<file path="src/rtl/cnn_conv3x3_if.sv">
// rtl/cnn_conv3x3_if.sv - memory read port and result stream bundle for cnn_conv3x3
`timescale 1ns/1ps
interface cnn_conv3x3_if;
    logic        mem_chipselect;
    logic        mem_read;
    logic [31:0] mem_address;
    logic [7:0]  mem_rdata;
    logic        out_valid;
    logic        out_ready;
    logic [7:0]  out_data;
    logic [7:0]  out_row;
    logic [7:0]  out_col;

    modport master (
        output mem_chipselect, mem_read, mem_address,
        input  mem_rdata,
        output out_valid, out_data, out_row, out_col,
        input  out_ready
    );

    modport slave (
        input  mem_chipselect, mem_read, mem_address,
        output mem_rdata,
        input  out_valid, out_data, out_row, out_col,
        output out_ready
    );
endinterface

</file>
<file path="src/rtl/cnn_conv3x3.sv">
// rtl/cnn_conv3x3.sv - valid-mode 3x3 convolution reading kernel/image from byte memory, streaming clamped results
`timescale 1ns/1ps
module cnn_conv3x3 #(
    parameter int IMG_W    = 16,
    parameter int IMG_H    = 16,
    parameter int W_BASE   = 0,
    parameter int IMG_BASE = 16,
    parameter int ACC_W    = 20,
    parameter int SHIFT    = 4
) (
    input  logic clk,
    input  logic reset,
    input  logic start,
    output logic busy,
    output logic done,
    cnn_conv3x3_if.master bus
);
    typedef enum logic [2:0] {IDLE, LOAD_W, FETCH, DRAIN, SAT, EMIT, FIN} state_t;

    localparam logic [7:0]  LAST_R   = 8'(IMG_H - 3);
    localparam logic [7:0]  LAST_C   = 8'(IMG_W - 3);
    localparam logic [31:0] ROW_STEP = 32'(IMG_W - 2);
    localparam logic signed [ACC_W-1:0] MAX_S = 255;

    state_t                  state;
    logic [3:0]              k;
    logic [1:0]              j;
    logic [7:0]              r, c;
    logic [31:0]             pix_base;
    logic signed [7:0]       w [9];
    logic                    ld_valid, ld_w;
    logic [3:0]              ld_k;
    logic signed [ACC_W-1:0] acc;

    // Data returning this cycle belongs to the read issued last cycle, tagged by ld_*.
    logic signed [16:0]      pix_ext, w_ext, prod;
    logic signed [ACC_W-1:0] prod_ext, s;
    logic [7:0]              sat_val;

    assign pix_ext  = {9'd0, bus.mem_rdata};
    assign w_ext    = {{9{w[ld_k][7]}}, w[ld_k]};
    assign prod     = pix_ext * w_ext;
    assign prod_ext = {{(ACC_W-17){prod[16]}}, prod};
    assign s        = acc >>> SHIFT;

    always_comb begin
        sat_val = s[7:0];
        if (s[ACC_W-1])
            sat_val = 8'd0;
        else if (s > MAX_S)
            sat_val = 8'd255;
    end

    always_ff @(posedge clk) begin
        if (!reset) begin
            state              <= IDLE;
            busy               <= 1'b0;
            done               <= 1'b0;
            bus.mem_read       <= 1'b0;
            bus.mem_chipselect <= 1'b0;
            bus.mem_address    <= '0;
            bus.out_valid      <= 1'b0;
            bus.out_data       <= '0;
            bus.out_row        <= '0;
            bus.out_col        <= '0;
            k                  <= '0;
            j                  <= '0;
            r                  <= '0;
            c                  <= '0;
            pix_base           <= '0;
            ld_valid           <= 1'b0;
            ld_w               <= 1'b0;
            ld_k               <= '0;
            acc                <= '0;
            for (int i = 0; i < 9; i++) w[i] <= '0;
        end else begin
            ld_valid <= bus.mem_read;
            ld_w     <= (state == LOAD_W);
            ld_k     <= k;

            if (ld_valid && ld_w)
                w[ld_k] <= bus.mem_rdata;

            if (state == FETCH && k == 4'd0)
                acc <= '0;
            else if (ld_valid && !ld_w)
                acc <= acc + prod_ext;

            case (state)
                IDLE: begin
                    if (start) begin
                        state              <= LOAD_W;
                        busy               <= 1'b1;
                        bus.mem_read       <= 1'b1;
                        bus.mem_chipselect <= 1'b1;
                        bus.mem_address    <= 32'(W_BASE);
                        k                  <= '0;
                        r                  <= '0;
                        c                  <= '0;
                        pix_base           <= 32'(IMG_BASE);
                    end
                end
                LOAD_W: begin
                    if (k == 4'd8) begin
                        state           <= FETCH;
                        bus.mem_address <= pix_base;
                        k               <= '0;
                        j               <= '0;
                    end else begin
                        k               <= k + 4'd1;
                        bus.mem_address <= bus.mem_address + 32'd1;
                    end
                end
                FETCH: begin
                    if (k == 4'd8) begin
                        state              <= DRAIN;
                        bus.mem_read       <= 1'b0;
                        bus.mem_chipselect <= 1'b0;
                    end else begin
                        k <= k + 4'd1;
                        if (j == 2'd2) begin
                            j               <= '0;
                            bus.mem_address <= bus.mem_address + ROW_STEP;
                        end else begin
                            j               <= j + 2'd1;
                            bus.mem_address <= bus.mem_address + 32'd1;
                        end
                    end
                end
                DRAIN: state <= SAT;
                SAT: begin
                    bus.out_data  <= sat_val;
                    bus.out_row   <= r;
                    bus.out_col   <= c;
                    bus.out_valid <= 1'b1;
                    state         <= EMIT;
                end
                EMIT: begin
                    if (bus.out_ready) begin
                        bus.out_valid <= 1'b0;
                        if (r == LAST_R && c == LAST_C) begin
                            state <= FIN;
                            done  <= 1'b1;
                            busy  <= 1'b0;
                        end else begin
                            // Wrapping to the next row moves the window origin by 3 bytes.
                            if (c == LAST_C) begin
                                c               <= '0;
                                r               <= r + 8'd1;
                                pix_base        <= pix_base + 32'd3;
                                bus.mem_address <= pix_base + 32'd3;
                            end else begin
                                c               <= c + 8'd1;
                                pix_base        <= pix_base + 32'd1;
                                bus.mem_address <= pix_base + 32'd1;
                            end
                            state              <= FETCH;
                            bus.mem_read       <= 1'b1;
                            bus.mem_chipselect <= 1'b1;
                            k                  <= '0;
                            j                  <= '0;
                        end
                    end
                end
                FIN: begin
                    done  <= 1'b0;
                    state <= IDLE;
                end
                default: state <= IDLE;
            endcase
        end
    end
endmodule

</file>
<file path="src/flat_wrapper.sv">
// flat-port wrapper written by rule: the top's interface ports become plain ports
module cnn_conv3x3_flat 
#(
    parameter int IMG_W    = 16,
    parameter int IMG_H    = 16,
    parameter int W_BASE   = 0,
    parameter int IMG_BASE = 16,
    parameter int ACC_W    = 20,
    parameter int SHIFT    = 4
)
  (clk, reset, start, busy, done, bus_mem_chipselect, bus_mem_read, bus_mem_address, bus_mem_rdata, bus_out_valid, bus_out_data, bus_out_row, bus_out_col, bus_out_ready);
  cnn_conv3x3_if bus_i ();
  input  logic clk;
  input  logic reset;
  input  logic start;
  output logic busy;
  output logic done;
  output wire logic [$bits(bus_i.mem_chipselect)-1:0] bus_mem_chipselect;
  output wire logic [$bits(bus_i.mem_read)-1:0] bus_mem_read;
  output wire logic [$bits(bus_i.mem_address)-1:0] bus_mem_address;
  input wire logic [$bits(bus_i.mem_rdata)-1:0] bus_mem_rdata;
  output wire logic [$bits(bus_i.out_valid)-1:0] bus_out_valid;
  output wire logic [$bits(bus_i.out_data)-1:0] bus_out_data;
  output wire logic [$bits(bus_i.out_row)-1:0] bus_out_row;
  output wire logic [$bits(bus_i.out_col)-1:0] bus_out_col;
  input wire logic [$bits(bus_i.out_ready)-1:0] bus_out_ready;
  assign bus_mem_chipselect = bus_i.mem_chipselect;
  assign bus_mem_read = bus_i.mem_read;
  assign bus_mem_address = bus_i.mem_address;
  assign bus_i.mem_rdata = bus_mem_rdata;
  assign bus_out_valid = bus_i.out_valid;
  assign bus_out_data = bus_i.out_data;
  assign bus_out_row = bus_i.out_row;
  assign bus_out_col = bus_i.out_col;
  assign bus_i.out_ready = bus_out_ready;
  cnn_conv3x3 #(.IMG_W(IMG_W), .IMG_H(IMG_H), .W_BASE(W_BASE), .IMG_BASE(IMG_BASE), .ACC_W(ACC_W), .SHIFT(SHIFT)) u_core (.clk(clk), .reset(reset), .start(start), .busy(busy), .done(done), .bus(bus_i));
endmodule
</file>
<file path="config.mk">
export PLATFORM = sky130hd
export DESIGN_NAME = cnn_conv3x3_flat
export DESIGN_NICKNAME = d
export VERILOG_FILES = /design/src/rtl/cnn_conv3x3_if.sv /design/src/rtl/cnn_conv3x3.sv /design/src/flat_wrapper.sv
export SDC_FILE = /design/constraint.sdc
export NUM_CORES = 1
export LEC_CHECK = 0
export CAP_MARGIN = 20
export CELL_PAD_IN_SITES_DETAIL_PLACEMENT = 1
export CELL_PAD_IN_SITES_GLOBAL_PLACEMENT = 1
export CORE_UTILIZATION = 49
export CTS_CLUSTER_DIAMETER = 120
export DETAILED_ROUTE_END_ITERATION = 8
export PLACE_DENSITY_LB_ADDON = 0.1
export RECOVER_POWER = 100
export SLEW_MARGIN = 20
export SYNTH_ARGS = -nofsm -noshare
export SYNTH_HDL_FRONTEND = slang
export SYNTH_SLANG_ARGS = --single-unit
</file>
<file path="constraint.sdc">
create_clock -name clk -period 7.7 [get_ports clk]
set_clock_uncertainty 0.1 [all_clocks]
set_input_delay 1.54 -clock clk [delete_from_list [all_inputs] [get_ports clk]]
set_output_delay 1.54 -clock clk [all_outputs]
set_load 0.02 [all_outputs]
</file>
==> impl_metrics.toml, run 1 <==
[cts]
cts_tree = "yes"
root_buffer = "clkbuf_16"
htreeDepth = 1
cts.path.max_buffers = 3
clock_sinks = 271
cts_resized = 0
worstSkewPairLatency_ns = 0.57
cts_setup_buffers = 0
path_clk_slew_ns = 0.06
numCtsBuffers = 31
hold_buffers = 0

[synth]
ys_warn_count = 0
synth_top_area_share_pct = 23.2
ys_async_sr_fraction_pct = 0
synth_edf_count = 128
syn_area_mm2 = 0.0166
synth_cells = 1720
synthTopCellsByArea = "edfxtp_1 (23%), dfxtp_1 (17%), fa_1 (6.4%)"
syn_nets = 1855
ys_ff_latch = 271
synth.yosys.seq_area_share_pct = 40.4
synth-main-ff-cell = "dfxtp_1"
yosysTopAreaCell = "edfxtp_1"
avgSynthCellArea_um2 = 9.64
synth.distinct_cells = 80

[power_and_ir_drop]
swShare_pct = 29.9
ir_worst_vdd_uv = 175
power.switching_uw = 1210
clkPwrFrac_pct = 38.6
seq_power_share_pct = 39.1
intPower_uw = 2830
comb_power_share_pct = 22.3
p_per_area_mw_per_mm2 = 216
p_leak_uw = 0.00697

[sta]
fin_crit_ns = 7.26
drv_slew = 86
rsz0062_at_grt = "false"
setup_tns_ns = 0
whs_ns = 0.361
slew_headroom_pct = -131
tightest_slew_ns = 3.47
worst_slack_ns = 0.440
fin_crit_sh_pct = 94.3
setup_viol_count_final = 0
final_hold_viol_count = 0
fmax_mhz = 138

[final_layout]
drive_gt1_share_pct = 7.37
n_fill_cell = 3656
seqCellArea_mm2 = 0.00671
multi_input_area_mm2 = 0.00914
antenna_cells = 0
final_nets = 1902
final_cells = 2234
area.growth.synth_to_final_pct = 13.0

[worst_setup_path]
crit_type = "in -> reg"
endpoint_kind = "flip-flop"
slowest_stage = "clkbuf_1"
cp_cell_sequence = "dlygate4sd3_1 > clkbuf_1 > nor2_1 > fa_1 > fa_1 > inv_1 > fa_1 > inv_1 > fa_1 > ha_1 > ha_1 > a21o_1 > or3_1 > o211ai_1 > o22ai_1 > o41ai_1 > mux2i_1 > o21ai_0"
critPathMaxStageDelay_ns = 0.76
path_buf_inv = 4
required_ns = 7.99
r2r_start = "u_core.ld_k[0]"
cp_common_cell = "fa_1"
path_max_fanout = 23
startpoint = "bus_mem_rdata[4]"
worstPathArrival_ns = 7.55
cp-start-kind = "primary input"
cp_top_family = "adder cells"

[place]
dp_cells = 2176
gp_congestion = 0.909
dpl_worst_slack_ns = 0.431
dpl.hpwl_mm = 36.9
port-buffer-count = 72

[worst_hold_path]
hold_start = "u_core.acc[3]"
hold_path_class = "reg -> reg"

[drt]
vias = 13700
vias_per_cell = 6.12
routedWlPerCell_um = 23.0
ant_nets = 0
drtIter0Drc = 924
drc_errors = 0
first_pass_iters = 5
routed_wl_mm = 51.5

[die]
die_y_um = 186
dieArea_mm2 = 0.0346
rows = 66
initial_core_util_pct = 50.3
core_area_mm2 = 0.0329
boundaryPins = 73
die_w_um = 186

[global_route]
grt_usage_pct = 30.2
grt_overflow_total = 0
first_global_vias = 14000
antenna_found_initial = 0
grt_max_degree = 86
grt_pass1_wl_mm = 80.0

[job]
cap_violations = 1

[run_status]
violations = "capacitance limit, slew limit"
status = "complete, but fails checks"
==> registers in the layout, summed over array words and instances (netlist names) <==
name and count:
u_core.w 128, u_core.bus.out_data 8, u_core.bus.mem_address 32, u_core.bus.mem_chipselect 1, u_core.busy 1, u_core.ld_valid 1, u_core.bus.out_col 8, u_core.k 4
u_core.ld_k 4, u_core.pix_base 32, u_core.bus.out_row 8, u_core.bus.out_valid 1, u_core.ld_w 1, u_core.c 8, u_core.state 3, u_core.j 2
u_core.done 1, u_core.acc 20, u_core.r 8
==> Yosys cell counts, types with 4 or more instances <==
| cell | number |
|---|---|
| a211oi_1 | 9 |
| a21boi_0 | 36 |
| a21o_1 | 9 |
| a21oi_1 | 94 |
| a22o_1 | 4 |
| a22oi_1 | 12 |
| a31oi_1 | 18 |
| and2_1 | 131 |
| and3_1 | 18 |
| and4_1 | 9 |
| buf_1 | 7 |
| buf_2 | 11 |
| clkbuf_1 | 76 |
| dfxtp_1 | 143 |
| edfxtp_1 | 128 |
| fa_1 | 53 |
| ha_1 | 70 |
| inv_1 | 82 |
| mux2i_1 | 7 |
| mux4_2 | 38 |
| nand2_1 | 192 |
| nand2b_1 | 10 |
| nand3_1 | 40 |
| nand3b_1 | 5 |
| nand4_1 | 24 |
| nand4b_1 | 4 |
| nor2_1 | 127 |
| nor2b_1 | 37 |
| nor3_1 | 58 |
| nor4_1 | 15 |
| o21ai_0 | 88 |
| o221ai_1 | 4 |
| o22ai_1 | 14 |
| o31ai_1 | 9 |
| o41ai_1 | 4 |
| or3_1 | 14 |
| xnor2_1 | 26 |
| xor2_1 | 25 |
==> per-stage QoR <==
step,instance area [µm²],utilization [%],total power [µW]
after floorplan,16600,-,2240
after global placement,17800,53.9,2450
after detailed placement,17800,53.9,2510
after CTS,18800,57.2,4070
after global routing,18700,56.9,4220
final,18700,56.9,4040
==> placed cells by master, fill, tap and decap left out, types with 26 or more instances in the layout <==
cell / instances
inv_1: 82
nand3_1: 40
o21ai_0: 88
fa_1: 53
nand2_1: 192
mux4_2: 38
nor3_1: 57
dfxtp_1: 142
edfxtp_1: 128
xnor2_1: 26
clkbuf_16: 32
and2_1: 68
nor2_1: 126
a21boi_0: 36
and2_0: 63
a21oi_1: 94
dlygate4sd3_1: 69
nor2b_1: 37
ha_1: 70
==> cells by family (layout without fill, tap and decap cells) <==
kind of cell	Yosys count	count (layout)	synth area share, %
AO/OA/AOI/OAI	339	339	13.0
XOR/XNOR	52	52	2.86
adder cells (fa/ha/maj)	123	123	11.7
buffers and inverters	180	252	4.26
flip-flops	271	271	40.4
multiplexers	48	48	5.90
AND/OR/NAND/NOR	707	707	21.8
==> cell type report <==
cell class | instances | area share (%)
sequential | 271 | 35.8
timing repair buffer | 111 | 5.04
clock buffer | 36 | 4.41
clock inverter | 22 | 1.30
tap | 442 | 2.95
multi-input combinational | 1269 | 48.8
inverter | 83 | 1.68
==> path summary, 6_finish.rpt <==
check | endpoint | slack, ns | cells past startpoint
min | u_core.acc[3] | 0.36 | 2
max reg2reg | u_core.acc[11] | 0.52 | 19
min reg2reg | u_core.acc[3] | 0.36 | 2
max | u_core.acc[17] | 0.44 | 18
==> routing by layer <==
metal	wire [µm]	part of all wire, %	track usage (%)
met1	20900	41	37.8
met2	26200	51	54.2
met3	2910	5.7	3.60
met4	1480	2.9	9.11
met5	0	0	0
==> tightest hold or removal path, stage by stage, from the launching register on <==
cell and delay (ns):
dfxtp_1 0.31, nand2_1 0.05, a21oi_1 0.05
==> power groups by stage <==
stage                     combinational, µW  clock, µW  sequential (µW)
after floorplan                         649          0             1590
after global placement                  849          0             1610
after detailed placement                899          0             1610
after CTS                               910       1580             1580
after global routing                   1010       1630             1580
final                                   902       1560             1580
(Power assumes the default switching activity.)
==> run 2: changes to the inputs <==
==> constraint.sdc (replaced) <==
create_clock -name clk -period 7.4 [get_ports clk]
set_clock_uncertainty 0.1 [all_clocks]
set_input_delay 1.48 -clock clk [delete_from_list [all_inputs] [get_ports clk]]
set_output_delay 1.48 -clock clk [all_outputs]
set_load 0.02 [all_outputs]
==> impl_metrics.toml, run 2 (synthesis results as in run 1) <==
[sta]
fin_crit_sh_pct = 95.0
fmax_mhz = 142
fin_crit_ns = 7.03
tightest_slew_ns = 2.42
final_hold_viol_count = 0
drv_slew = 168
slew_headroom_pct = -61.5
rsz0062_at_grt = "false"
setup_viol_count_final = 0
setup_tns_ns = 0

[run_status]
status = "complete, but fails checks"
violations = "capacitance limit, slew limit"

[power_and_ir_drop]
intPower_uw = 3040
power.switching_uw = 1260
power_uw = 4300
seq_power_share_pct = 38.2
ir_worst_vdd_uv = 202
comb_power_share_pct = 21.5
swShare_pct = 29.3
p_per_area_mw_per_mm2 = 228
clkPwrFrac_pct = 40.3
p_leak_uw = 0.00701

[final_layout]
multi_input_area_mm2 = 0.00917
final_cell_mix = "nand2_1 (192), dfxtp_1 (142), edfxtp_1 (128)"
area.growth.synth_to_final_pct = 13.7
seqCellArea_mm2 = 0.00671
n_fill_cell = 3670
drive_gt1_share_pct = 7.47
largest_reg_flops = 128
largest_register = "u_core.w"
layout_commonest_cell = "nand2_1"
antenna_cells = 0
final_nets = 1904
reg.largest.list = "u_core.w x128, u_core.bus.mem_address x32, u_core.pix_base x32"

[worst_setup_path]
r2r_cells = 21
path_max_fanout = 18
endpoint_kind = "flip-flop"
cp-start-kind = "primary input"
r2r_start = "u_core.ld_k[3]"
r2r-end = "u_core.acc[17]"
startpoint = "bus_mem_rdata[2]"
crit_type = "in -> reg"
required_ns = 7.79
r2r_slack_ns = 0.39
worstPathArrival_ns = 7.42
crit_path_end = "u_core.acc[18]"

[cts]
root_buffer = "clkbuf_16"
hold_buffers = 0
cts_resized = 0
clock_sinks = 271
cts.path.max_buffers = 3
cts_setup_buffers = 0
numCtsBuffers = 31
cts_tree = "yes"
path_clk_slew_ns = 0.06
htreeDepth = 1
worstSkewPairLatency_ns = 0.57

[drt]
vias = 13700
ant_nets = 0
vias_per_cell = 6.13
first_pass_iters = 5
drtIter0Drc = 863
drc_errors = 0
routed_wl_mm = 52.1
routedWlPerCell_um = 23.3

[global_route]
grt_use_met3_pct = 3.72
antenna_found_initial = 1
first_global_vias = 14300
grt_max_degree = 58
grt_usage_pct = 30.5
met1_usage_pct = 38.1
grt-busiest-layer = "met2"
grt_pass1_wl_mm = 80.9
grt_use_met2_pct = 53.6
grt_overflow_total = 0

[die]
rows = 66
dieArea_mm2 = 0.0346
core_area_mm2 = 0.0329
die_y_um = 186
die_w_um = 186
initial_core_util_pct = 50.3
boundaryPins = 73

[place]
dpl.hpwl_mm = 36.4
port-buffer-count = 72
gp_congestion = 0.887

[job]
cap_violations = 4

[worst_hold_path]
hold_path_class = "reg -> reg"
## run 2: final cells by class
cell class | count | area share (%)
tap | 442 | 2.93
multi-input combinational | 1269 | 48.6
timing repair buffer | 113 | 5.08
clock inverter | 16 | 1.29
clock buffer | 42 | 4.81
sequential | 271 | 35.6
inverter | 83 | 1.67
## run 2: power groups by stage
| stage | sequential, µW | clock [µW] | combinational (µW) |
|---|---|---|---|
| 4_1_cts | 1640 | 1750 | 933 |
| 3_5_place_dp | 1670 | 0 | 918 |
| 2_1_floorplan | 1650 | 0 | 675 |
| 5_1_grt | 1640 | 1810 | 1030 |
| 6_report | 1640 | 1730 | 924 |
| 3_3_place_gp | 1670 | 0 | 878 |
## run 2: per-stage QoR
| step | std cells | worst slack, ns | instance area, µm² | utilization, % | hold slack [ns] |
|---|---|---|---|---|---|
| final | 2236 | 0.367 | 18800 | 57.2 | 0.358 |
| after global routing | 2236 | 0.0869 | 18800 | 57.2 | 0.390 |
| after CTS | 2236 | 0.373 | 18900 | 57.5 | 0.359 |
| after detailed placement | 2178 | 0.207 | 17800 | 54.0 | 0.350 |
| after global placement | 2178 | 0.402 | 17800 | 54.0 | 0.347 |
| after floorplan | 1720 | 0.643 | 16600 | - | 0.336 |
## run 2: how the worst min path moves through the flow
stage,start,end,slack [ns],cells after the start
global route,u_core.bus.out_row[1],u_core.bus.out_row[1],0.39,2
global placement,u_core.acc[2],u_core.acc[2],0.35,2
CTS,u_core.acc[3],u_core.acc[3],0.36,2
detailed placement,u_core.acc[3],u_core.acc[3],0.35,2
floorplan,u_core.acc[1],u_core.acc[1],0.34,2
finish,u_core.acc[3],u_core.acc[3],0.36,2
## run 2: routing by layer
metal | part of all wire [%] | wire [µm]
met5 | 0.019 | 10
met4 | 3.8 | 1970
met3 | 5.1 | 2640
met2 | 50 | 26100
met1 | 41 | 21400
## run 2: critical path: stages
cell and delay [ns]:
dlygate4sd3_1 0.69, clkbuf_1 0.77, nand2_1 0.21, fa_1 0.46, fa_1 0.49, inv_1 0.04, ha_1 0.29, fa_1 0.50
ha_1 0.33, ha_1 0.24, fa_1 0.41, a21oi_1 0.22, nand4b_1 0.19, a31oi_1 0.12, a41o_1 0.29, o41ai_1 0.33
xor2_1 0.11, a211oi_1 0.22
==> variant (flow settings as in run 1) <==
`ACC_W` is set to 20 in 2 places; all go to 40.
--- a/src/rtl/cnn_conv3x3.sv
+++ b/src/rtl/cnn_conv3x3.sv
@@ -7,3 +7,3 @@
     parameter int IMG_BASE = 16,
-    parameter int ACC_W    = 20,
+    parameter int ACC_W    = 40,
     parameter int SHIFT    = 4
--- a/src/flat_wrapper.sv
+++ b/src/flat_wrapper.sv
@@ -7,3 +7,3 @@
     parameter int IMG_BASE = 16,
-    parameter int ACC_W    = 20,
+    parameter int ACC_W    = 40,
     parameter int SHIFT    = 4
Check against the original RTL: same outputs for any inputs over 4 cycles, from zero or initial values and one cycle with reset low; that may be too few to reach the edited logic, so the function may still have changed.
==> variant against run 1 <==
The flow still finishes with violations (max-capacitance violations, max-slew violations); sequential cell count increased by 20; maximum frequency decreased by 1.7%; synthesized area increased by 14%; final area increased by 14%; combinational power decreased by 11%; setup slack got worse by 0.13 ns; worst hold slack got worse by 0.0033 ns; register-to-register slack got worse by 0.21 ns; total power increased by 4.8%; wire length increased by 13%; count of clock-buffer cells in the layout increased by 12; critical path depth increased by 3; sequential share of layout area decreased by 2.5 points; synthesized cell count increased by 18%; critical path type is now reg2reg.
==> variant: results (changes against run 1) <==
global_routing:
  use_met2: 0.5324  # -0.009517
  grt_pass1_wl_microns: 92480  # +16%
  met1_usage: 0.3813  # +0.003580
  grt_pass1_vias: 16820  # +20%
  overflow: 0  # unchanged
  grtUsageTotal: 0.3017  # -0.0003096
  antenna_found_initial: 1  # +1
  use_met3: 0.03901  # +0.003004
  grt_max_degree: 78  # -9.3%
outcome:
  status: "finished with violations"
  violations: "max-capacitance violations, max-slew violations"
routing:
  wl_met3_microns: 2737  # -5.9%
  vias: 15930  # +17%
  drtIter0Drc: 870  # -5.8%
  top_layer: "met5"
  wl_met1_microns: 24630  # +18%
  dr_wl_met2_microns: 29420  # +12%
place:
  dp_hpwl_microns: 41050  # +11%
  place_congestion: 0.8881  # -2.3%
critical_path:
  cpPeakStageDelay_ns: 0.60  # -0.16 ns
  cp_slowest_cell: "mux4_2"
  cp_max_fo: 36  # +57%
pwr:
  peakVddDrop_v: 0.0001566  # -11%
  leakagePower_nw: 8.376  # +20%
  clockPowerShare: 0.417  # +0.031
  power.density_nw_per_um2: 198.1  # -8.1%
  seqPwrFrac: 0.394  # +0.003
synthesis:
  syn_avg_cell_area_sq_um: 9.256  # -4.0%
  synth_common_cells: "244 x nand2_1, 190 x a21oi_1, 171 x nor2_1"
  synth_area_leaders: "edfxtp_1 20%, dfxtp_1 17%, ha_1 10%"
  ys_seq_area_frac: 0.3769  # -0.02753
  synthesis.nets: 2252  # +21%
  synthDistinctLibCells: 74  # -7.5%
timing:
  drv_slew: 78  # -9.3%
finish:
  nNonClkBuffers: 116  # +4.5%
  multi_input_cells: 1553  # +22%
  multi_input_area_sq_um: 11040  # +21%
  clk_share: 0.05725  # +0.0002048
  drive_gt1_frac: 0.07685  # +0.003189
  largestRegisters: "u_core.w x128, u_core.acc x40"
  fillers: 4317  # +18%
  layout.nonclk_buf_frac: 0.04817  # -0.002265
  seq_area_sq_um: 7108  # +6.0%
  seq_cell_count: 291  # +7.4%
run:
  max_cap_violations: 2  # +1
clocking:
  htreeDepth: 2  # +1
  cts_buffers: 35  # +13%
## variant: changes by cell type in the layout (fill, tap and decap cells not counted), sizes merged, moves of 20 or more
cell    before  now
a21boi      36    4
a21oi       94  190
dfxtp      143  163
ha          70  150
nand2      192  244
nor2       127  171
nor2b       37   12
## variant: final timing paths
check / from / end / slack [ns] / cells past startpoint
setup / recovery: u_core.ld_k[0] / u_core.acc[34] / 0.31 / 21
hold / removal: u_core.bus.out_row[7] / u_core.bus.out_row[7] / 0.36 / 2
setup reg to reg: u_core.ld_k[0] / u_core.acc[34] / 0.31 / 21
hold reg to reg: u_core.bus.out_row[7] / u_core.bus.out_row[7] / 0.36 / 2
## variant: logic make-up after synthesis
group | share of synthesized area
AO/OA/AOI/OAI | 0.1413
XOR/XNOR | 0.02741
adder cells (fa/ha/maj) | 0.1558
multiplexers | 0.05203
flip-flops | 0.3769
buffers and inverters | 0.03929
AND/OR/NAND/NOR | 0.2072
